<file path="src/rtl/wb_sram_responder_pkg.sv">
// Shared types and constants for the Wishbone-to-SRAM responder.
package wb_sram_responder_pkg;

  localparam int WB_ADDR_W = 24;
  localparam int WB_DATA_W = 16;

  localparam int BURST_LEN_1 = 1;
  localparam int BURST_LEN_4 = 4;
  localparam int BURST_LEN_8 = 8;

  localparam logic [1:0] BURST_LOG2_1 = 2'd0;
  localparam logic [1:0] BURST_LOG2_4 = 2'd2;
  localparam logic [1:0] BURST_LOG2_8 = 2'd3;

  typedef enum logic [1:0] {
    ST_IDLE      = 2'd0,
    ST_WR_ACK    = 2'd1,
    ST_RD_STREAM = 2'd2,
    ST_ERR       = 2'd3
  } wb_state_e;

  // The 8-beat request wins when both burst flags are raised.
  function automatic logic [1:0] burst_log2(input logic b4, input logic b8);
    if (b8)      return BURST_LOG2_8;
    else if (b4) return BURST_LOG2_4;
    else         return BURST_LOG2_1;
  endfunction

endpackage

</file>
<file path="src/rtl/wb_sram_burst_addr.sv">
// Beat counter and wrapping halfword address generator for read bursts.
module wb_sram_burst_addr
  import wb_sram_responder_pkg::*;
#(
  parameter int SRAM_AW = 8
) (
  input  logic               i_clk,
  input  logic               i_rst,
  input  logic               i_load,
  input  logic [SRAM_AW:0]   i_start_hw,
  input  logic [1:0]         i_len_log2,
  input  logic               i_advance,
  output logic [SRAM_AW-1:0] o_next_addr,
  output logic               o_lane,
  output logic               o_last
);

  logic [SRAM_AW:0] cur_hw_q, cur_hw_d;
  logic [3:0]       rem_q, rem_d;
  logic [2:0]       mask_q, mask_d;
  logic [SRAM_AW:0] mask_ext;
  logic [SRAM_AW:0] next_hw;
  logic [3:0]       len_ld;

  // Only the low log2(N) bits step; the upper bits pin the N-aligned block.
  assign mask_ext = {{(SRAM_AW-2){1'b0}}, mask_q};
  assign next_hw  = (cur_hw_q & ~mask_ext) | ((cur_hw_q + (SRAM_AW+1)'(1)) & mask_ext);

  always_comb begin
    case (i_len_log2)
      BURST_LOG2_8: len_ld = 4'(BURST_LEN_8);
      BURST_LOG2_4: len_ld = 4'(BURST_LEN_4);
      default:      len_ld = 4'(BURST_LEN_1);
    endcase
  end

  always_comb begin
    cur_hw_d = cur_hw_q;
    rem_d    = rem_q;
    mask_d   = mask_q;
    if (i_load) begin
      cur_hw_d = i_start_hw;
      rem_d    = len_ld;
      mask_d   = 3'(len_ld - 4'd1);
    end else if (i_advance) begin
      cur_hw_d = next_hw;
      rem_d    = rem_q - 4'd1;
    end
  end

  always_ff @(posedge i_clk or negedge i_rst) begin
    if (!i_rst) begin
      cur_hw_q <= '0;
      rem_q    <= '0;
      mask_q   <= '0;
    end else begin
      cur_hw_q <= cur_hw_d;
      rem_q    <= rem_d;
      mask_q   <= mask_d;
    end
  end

  assign o_next_addr = next_hw[SRAM_AW:1];
  assign o_lane      = cur_hw_q[0];
  assign o_last      = (rem_q == 4'd1);

endmodule

</file>
<file path="src/rtl/wb_sram_responder.sv">
// Wishbone 16-bit responder backed by a 32-bit single-port SRAM, with wrapping read bursts.
// Window check and wb_err are built only with WB_SRAM_RESPONDER_WINDOW_CHECK_EN defined.
//   state        | meaning
//   ST_IDLE      | sample cyc&stb, drive SRAM controls for the accepted access
//   ST_WR_ACK    | single-cycle write acknowledge
//   ST_RD_STREAM | one ack per cycle, next burst address issued alongside
//   ST_ERR       | single-cycle error termination (window check builds only)
module wb_sram_responder
  import wb_sram_responder_pkg::*;
#(
  parameter int ADDR_W  = WB_ADDR_W,
  parameter int BASE_HI = 0,
  parameter int SRAM_AW = 8
) (
  input  logic                 i_clk,
  input  logic                 i_rst,
  input  logic                 wb_cyc,
  input  logic                 wb_stb,
  input  logic                 wb_we,
  input  logic [ADDR_W-1:0]    wb_adr,
  input  logic [WB_DATA_W-1:0] wb_i_dat,
  input  logic [1:0]           wb_sel,
  input  logic                 wb_4_burst,
  input  logic                 wb_8_burst,
  output logic [WB_DATA_W-1:0] wb_o_dat,
  output logic                 wb_ack,
  output logic                 wb_err,
  output logic                 o_sram_clk,
  output logic                 o_sram_csb,
  output logic                 o_sram_web,
  output logic [3:0]           o_sram_wmask,
  output logic [SRAM_AW-1:0]   o_sram_addr,
  output logic [31:0]          o_sram_din,
  input  logic [31:0]          i_sram_dout
);

  localparam int HI_W = ADDR_W - SRAM_AW - 1;

  wb_state_e          state_q, state_d;
  logic               req;
  logic               hit;
  logic               ba_load;
  logic               ba_adv;
  logic               ba_lane;
  logic               ba_last;
  logic [SRAM_AW-1:0] ba_next;

  // Reset gates the request so the SRAM is deselected the instant rst asserts.
  assign req = i_rst & wb_cyc & wb_stb;

`ifdef WB_SRAM_RESPONDER_WINDOW_CHECK_EN
  logic err_c;
  assign hit    = (wb_adr[ADDR_W-1:SRAM_AW+1] == HI_W'(BASE_HI));
  assign wb_err = err_c;
`else
  logic unused_adr_hi;
  assign unused_adr_hi = ^(wb_adr[ADDR_W-1:SRAM_AW+1] ^ HI_W'(BASE_HI));
  assign hit    = 1'b1;
  assign wb_err = 1'b0;
`endif

  wb_sram_burst_addr #(.SRAM_AW(SRAM_AW)) u_burst_addr (
    .i_clk       (i_clk),
    .i_rst       (i_rst),
    .i_load      (ba_load),
    .i_start_hw  (wb_adr[SRAM_AW:0]),
    .i_len_log2  (wb_we ? BURST_LOG2_1 : burst_log2(wb_4_burst, wb_8_burst)),
    .i_advance   (ba_adv),
    .o_next_addr (ba_next),
    .o_lane      (ba_lane),
    .o_last      (ba_last)
  );

  always_comb begin
    state_d      = state_q;
    wb_ack       = 1'b0;
`ifdef WB_SRAM_RESPONDER_WINDOW_CHECK_EN
    err_c        = 1'b0;
`endif
    o_sram_csb   = 1'b1;
    o_sram_web   = 1'b1;
    o_sram_wmask = 4'b0000;
    o_sram_addr  = wb_adr[SRAM_AW:1];
    ba_load      = 1'b0;
    ba_adv       = 1'b0;
    case (state_q)
      ST_IDLE: begin
        if (req && hit) begin
          ba_load    = 1'b1;
          o_sram_csb = 1'b0;
          if (wb_we) begin
            o_sram_web   = 1'b0;
            o_sram_wmask = wb_adr[0] ? {wb_sel, 2'b00} : {2'b00, wb_sel};
            state_d      = ST_WR_ACK;
          end else begin
            state_d = ST_RD_STREAM;
          end
        end
`ifdef WB_SRAM_RESPONDER_WINDOW_CHECK_EN
        else if (req) begin
          state_d = ST_ERR;
        end
`endif
      end
      ST_WR_ACK: begin
        wb_ack  = 1'b1;
        state_d = ST_IDLE;
      end
      ST_RD_STREAM: begin
        if (wb_cyc && wb_stb) begin
          wb_ack = 1'b1;
          if (ba_last) begin
            state_d = ST_IDLE;
          end else begin
            o_sram_csb  = 1'b0;
            o_sram_addr = ba_next;
            ba_adv      = 1'b1;
          end
        end else begin
          state_d = ST_IDLE;
        end
      end
`ifdef WB_SRAM_RESPONDER_WINDOW_CHECK_EN
      ST_ERR: begin
        err_c   = 1'b1;
        state_d = ST_IDLE;
      end
`endif
      default: state_d = ST_IDLE;
    endcase
  end

  always_ff @(posedge i_clk or negedge i_rst) begin
    if (!i_rst) state_q <= ST_IDLE;
    else        state_q <= state_d;
  end

  assign wb_o_dat   = wb_ack ? (ba_lane ? i_sram_dout[31:16] : i_sram_dout[15:0]) : '0;
  assign o_sram_din = {wb_i_dat, wb_i_dat};
  assign o_sram_clk = i_clk;

endmodule

</file>
<file path="config.mk">
export PLATFORM = sky130hd
export DESIGN_NAME = wb_sram_responder
export DESIGN_NICKNAME = d
export VERILOG_FILES = /design/src/rtl/wb_sram_responder_pkg.sv /design/src/rtl/wb_sram_burst_addr.sv /design/src/rtl/wb_sram_responder.sv
export SDC_FILE = /design/constraint.sdc
export NUM_CORES = 1
export LEC_CHECK = 0
export ABC_AREA = 1
export BUFFER_PORTS_ARGS = -buffer_cell sky130_fd_sc_hd__buf_2
export CORE_MARGIN = 1.5
export CORE_UTILIZATION = 37
export DETAILED_ROUTE_END_ITERATION = 10
export PLACE_DENSITY = 0.8
export SYNTH_ARGS = -nofsm -noshare
export SYNTH_HDL_FRONTEND = slang
export SYNTH_SLANG_ARGS = --single-unit
export TNS_END_PERCENT = 10
</file>
<file path="constraint.sdc">
create_clock -name i_clk -period 1.5 [get_ports i_clk]
set_input_delay 0.15 -clock i_clk [delete_from_list [all_inputs] [get_ports i_clk]]
set_output_delay 0.15 -clock i_clk [all_outputs]
set_load 0.1 [all_outputs]
</file>
Word-level counts from Yosys, hierarchy flattened
Cells that the tools add are included. W data, S select, Z words.

Add/sub/neg operators: 3. Equality and inequality tests: 7. Mux-type cells: 36. Bitwise gates (word level): 6. Reduce and logical (&&, ||, !) cells: 4.

Operator list (number): $mux W16 (2); $mux W4 (6); $mux W8 (3); $mux W9 (2); $mux W2 (7); $mux W1 (12); $add A9 B1 Y9 const B (1); $and A9 B3 Y9 (1); $and A9 B9 Y9 (1); $not A3 Y9 (1); $or A9 B9 Y9 (1); $pmux W4 S2 (1); $eq A2 B2 Y1 const B (3); $eq A4 B1 Y1 const B (1); $pmux W1 S2 (2); $pmux W2 S2 (1); $sub A4 B1 Y4 const B (1); $ne A3 B3 Y1 const B (1); $sub A3 B1 Y3 const B (1); $and A1 B1 Y1 (2); $eq A2 B1 Y1 const B (1); $logic_not A2 Y1 (1); $ne A2 B2 Y1 const B (1); $reduce_and A2 Y1 (1); 2 further kinds (2).

Bits in registers: 18. Bits of input ports: 81. Output and inout bits: 65. Word-level logic and storage cells: 60.

Depth between registers and ports, before layout
Depth after elaboration: 6. Depth in mapped cells: 10.

Cells and area by module
A second synthesis with hierarchy kept.

Cell total of the unflattened synthesis: 255. Area total of the unflattened synthesis: 1729.2 sq um.

By module, submodules not included: wb_sram_responder (times used 1, cells each 162, area an instance 952.2 sq um); wb_sram_burst_addr (times used 1, cells each 93, area an instance 777.0 sq um).

==> results.py <==
metrics = {
    "sta": {
        "fin_crit_ns": 1.941,
        "fin_crit_sh_pct": 129.4,
        "finalSetupViolCount": 38,
        "layout_setup_ws_ns": -0.4409,
        "relSlewSlack_pct": 45.95,
        "rsz0062_at_grt": "true",
        "finalMaxSlewViolations": 0,
        "timing_hold_violations_final": 0,
        "finalClockSkew_ns": 0.002710,
        "max_clock_freq_ghz": 0.5152,
        "fin_hold_ws_ns": 0.01421,
        "worst_slew_pin_slew_ns": 0.8081,
    },
    "power_and_ir_drop": {
        "p_comb_share_pct": 61.5,
        "power.leakage_nw": 1.325,
        "vdd_ir_drop_max_mv": 2.060,
        "p_int_mw": 1.934,
        "seq_power_share_pct": 19.4,
        "power_per_cell_area_nw_per_um2": 1486,
        "net-switching-power_mw": 2.166,
        "switching_share_pct": 52.83,
        "clkPwrFrac_pct": 19.1,
    },
    "finish": {
        "fin_cells": 353,
        "nets": 391,
        "drive_gt1_share_pct": 49.17,
        "synthToLayoutAreaGrowth_pct": 74.72,
        "fillCellCount": 296,
        "antenna_cells": 0,
        "final_area_sq_um": 2759,
    },
    "global_routing": {
        "grt_max_degree": 20,
        "antenna_found_initial": 0,
        "grt_pass1_wl_mm": 7.307,
        "grt_pass1_vias": 1671,
        "grt_overflow": 0,
        "grtUsageTotal_pct": 20.77,
    },
    "outcome": {
        "violations": "negative setup slack",
        "status": "complete, but fails checks",
    },
    "placement": {
        "dp.cells": 344,
        "place.port_buffers": 81,
        "place_area_sq_um": 2555,
        "dp_hpwl_mm": 3.591,
        "gp_congestion": 0.8635,
    },
    "worst_setup_path": {
        "critical_path.max_stage_delay_ns": 0.40,
        "worstSetupStartpoint": "state_q[0]",
        "crit_chain": "inv_2 -> ha_2 -> inv_1 -> nor2_4 -> o21ai_2 -> buf_12 -> a21oi_2 -> buf_12",
        "crit_slowest_cell": "dfrtp_1",
        "worstPathArrival_ns": 1.79,
        "path_buf_inv": 4,
        "critical_path.top_delay_family": "buffers and inverters",
        "crit_required_ns": 1.35,
        "crit_path_start_kind": "flop",
        "crit_top_cell": "buf_12",
        "cp_max_fo": 17,
        "r2r-start": "state_q[0]",
        "crit_type": "reg -> out",
        "worst_setup_path_end_kind": "output pin",
    },
    "cts": {
        "insertion_delay_ns": 0.36,
        "cts_tree": "built",
        "clkSlewWorstSetupHoldPaths_ns": 0.07,
    },
    "synth": {
        "ys_seq_area_share_pct": 26.94,
        "yosys-top-cells-area": "dfrtp_1 (27%), nand2_1 (21%), buf_4 (18%)",
        "synth_largest_area_cell": "dfrtp_1",
        "yosys_warnings": 0,
        "synth_cells": 240,
        "synth_top_family_by_area": "simple AND/OR/NAND/NOR gates",
        "syn_nets": 327,
        "synth_compound_area_share_pct": 12.12,
        "synth_fa_ha_area_share_pct": 4.754,
        "synth_xor_area_share_pct": 1.664,
        "avgSynthCellArea_sq_um": 6.579,
        "synth_mux_area_share_pct": 0,
        "yosys.area_share.simple_pct": 28.45,
        "synth.distinct_cells": 24,
        "netlist_area_sq_um": 1579,
        "ys_ff_latch": 17,
        "synth.top_cell.area_share_pct": 26.94,
    },
    "floorplanning": {
        "dieHeight_um": 68.33,
        "die_x_um": 68.33,
        "floorplan.initialDensity_pct": 38.91,
        "io_pins": 146,
        "coreArea_sq_um": 4058,
        "row_count": 23,
        "die_area_sq_um": 4668,
    },
    "drt": {
        "first_pass_iters": 4,
        "top_layer": "met4",
        "wl_per_cell_um": 13.42,
        "vias": 1742,
        "drc": 0,
        "drt-initial-drc-count": 57,
        "ant_nets": 0,
        "met2WireLength_mm": 2.571,
        "avgViaCountPerCell": 4.935,
        "m1WireLength_mm": 1.769,
        "routed_wl_mm": 4.738,
        "route.met3.wl_um": 341,
    },
    "hold_path": {
        "min_from": "wb_adr[4]",
        "hp-class": "in -> reg",
    },
    "job": {
        "cap_violations": 0,
    },
}
-- worst min-delay path: stages --
cell	delay [ns]
buf_2	0.09
nand2_1	0.05
o21ai_0	0.06
-- registers in the layout, summed over array words and instances (netlist names) --
register / count
u_burst_addr.rem_q: 4
state_q: 2
u_burst_addr.mask_q: 2
u_burst_addr.cur_hw_q: 9
-- metrics by stage --
stage / power (mW) / util, % / setup TNS [ns] / worst slack (ns)
after floorplan: 3.066 / - / -12.98 / -0.5979
after global placement: 3.358 / 62.97 / -1.153 / -0.08009
after detailed placement: 3.442 / 62.97 / -2.302 / -0.1171
after CTS: 4.053 / 66.70 / -13.10 / -0.4510
after global routing: 4.357 / 67.99 / -16.53 / -0.5151
final: 4.100 / 67.99 / -13.78 / -0.4409
-- logic make-up after synthesis --
kind of cell,after synthesis
AND/OR/NAND/NOR,109
AO/OA/AOI/OAI,37
XOR/XNOR,3
buffers and inverters,67
other,1
flip-flops,17
adder cells (fa/ha/maj),6
-- what timing repair did --
action | 4_1_cts | 5_1_grt
pin swaps | 2 | 0
hold endpoints to repair | 17 | 0
hold buffers | 1 | 0
setup endpoints to repair | 39 | 42
gates resized for setup | 13 | 11
setup buffers | 0 | 1
-- metal layers --
| layer | track usage [%] | vias up |
|---|---|---|
| li1 | - | 838 |
| met1 | 23.51 | 828 |
| met2 | 36.17 | 66 |
| met3 | 4.770 | 10 |
| met4 | 10.75 | 0 |
| met5 | 0 | - |
-- layout by cell type (no fill, tap or decap), types with 2 or more instances in the layout --
| master | n |
|---|---|
| nand3_1 | 8 |
| nand2_8 | 2 |
| inv_1 | 19 |
| buf_12 | 34 |
| buf_4 | 13 |
| ha_2 | 3 |
| buf_2 | 50 |
| inv_2 | 3 |
| nor3_4 | 4 |
| o21ai_2 | 4 |
| o21ai_4 | 4 |
| nand2_2 | 5 |
| a21oi_2 | 4 |
| a21oi_4 | 12 |
| xnor2_1 | 2 |
| clkbuf_8 | 6 |
| dfrtp_1 | 17 |
| ha_1 | 3 |
| o21ai_0 | 11 |
| nand2_1 | 83 |
| nor2_1 | 4 |
-- power groups by stage --
stage / Combinational (mW) / Clock, mW / Sequential (mW)
final: 2.52 / 0.782 / 0.796
after global routing: 2.72 / 0.819 / 0.818
after CTS: 2.48 / 0.793 / 0.781
after detailed placement: 2.42 / 0.235 / 0.790
after global placement: 2.35 / 0.235 / 0.774
after floorplan: 2.06 / 0.252 / 0.752
-- worst paths after layout --
path / to / slack, ns / depth (start not counted)
min in group asynchronous: u_burst_addr.cur_hw_q[4] / 0.57 / 3
max: wb_o_dat[5] / -0.44 / 8
max in group asynchronous: u_burst_addr.cur_hw_q[7] / 0.43 / 3
min reg2reg: u_burst_addr.mask_q[2] / 0.49 / 2
max reg2reg: u_burst_addr.cur_hw_q[1] / -0.17 / 12
min: u_burst_addr.cur_hw_q[4] / 0.01 / 3
-- cell usage after synthesis --
cell and number:
inv_4 1, buf_2 5, xor2_1 1, xnor2_1 2, o21a_1 1, dfrtp_1 17, nand2_1 88, o21ai_0 17
nor2_2 1, buf_4 37, nand2_8 1, inv_1 22, nand3_1 9, ha_1 6, o21ai_1 2, clkinv_2 1
buf_6 1, nand4_1 1, nor3_1 4, nor2_1 4, nand2_2 1, a21oi_1 16, conb_1 1, o21ai_2 1
-- final cells by class --
type	instances	area [sq um]	share of cell area [%]
multi-input combinational	156	1041	37.73
sequential	17	425.4	15.42
timing repair buffer	98	1045	37.87
clock buffer	8	91.34	3.311
inverter	24	93.84	3.401
tap	50	62.56	2.268
Power figures use the tool's default switching activity.
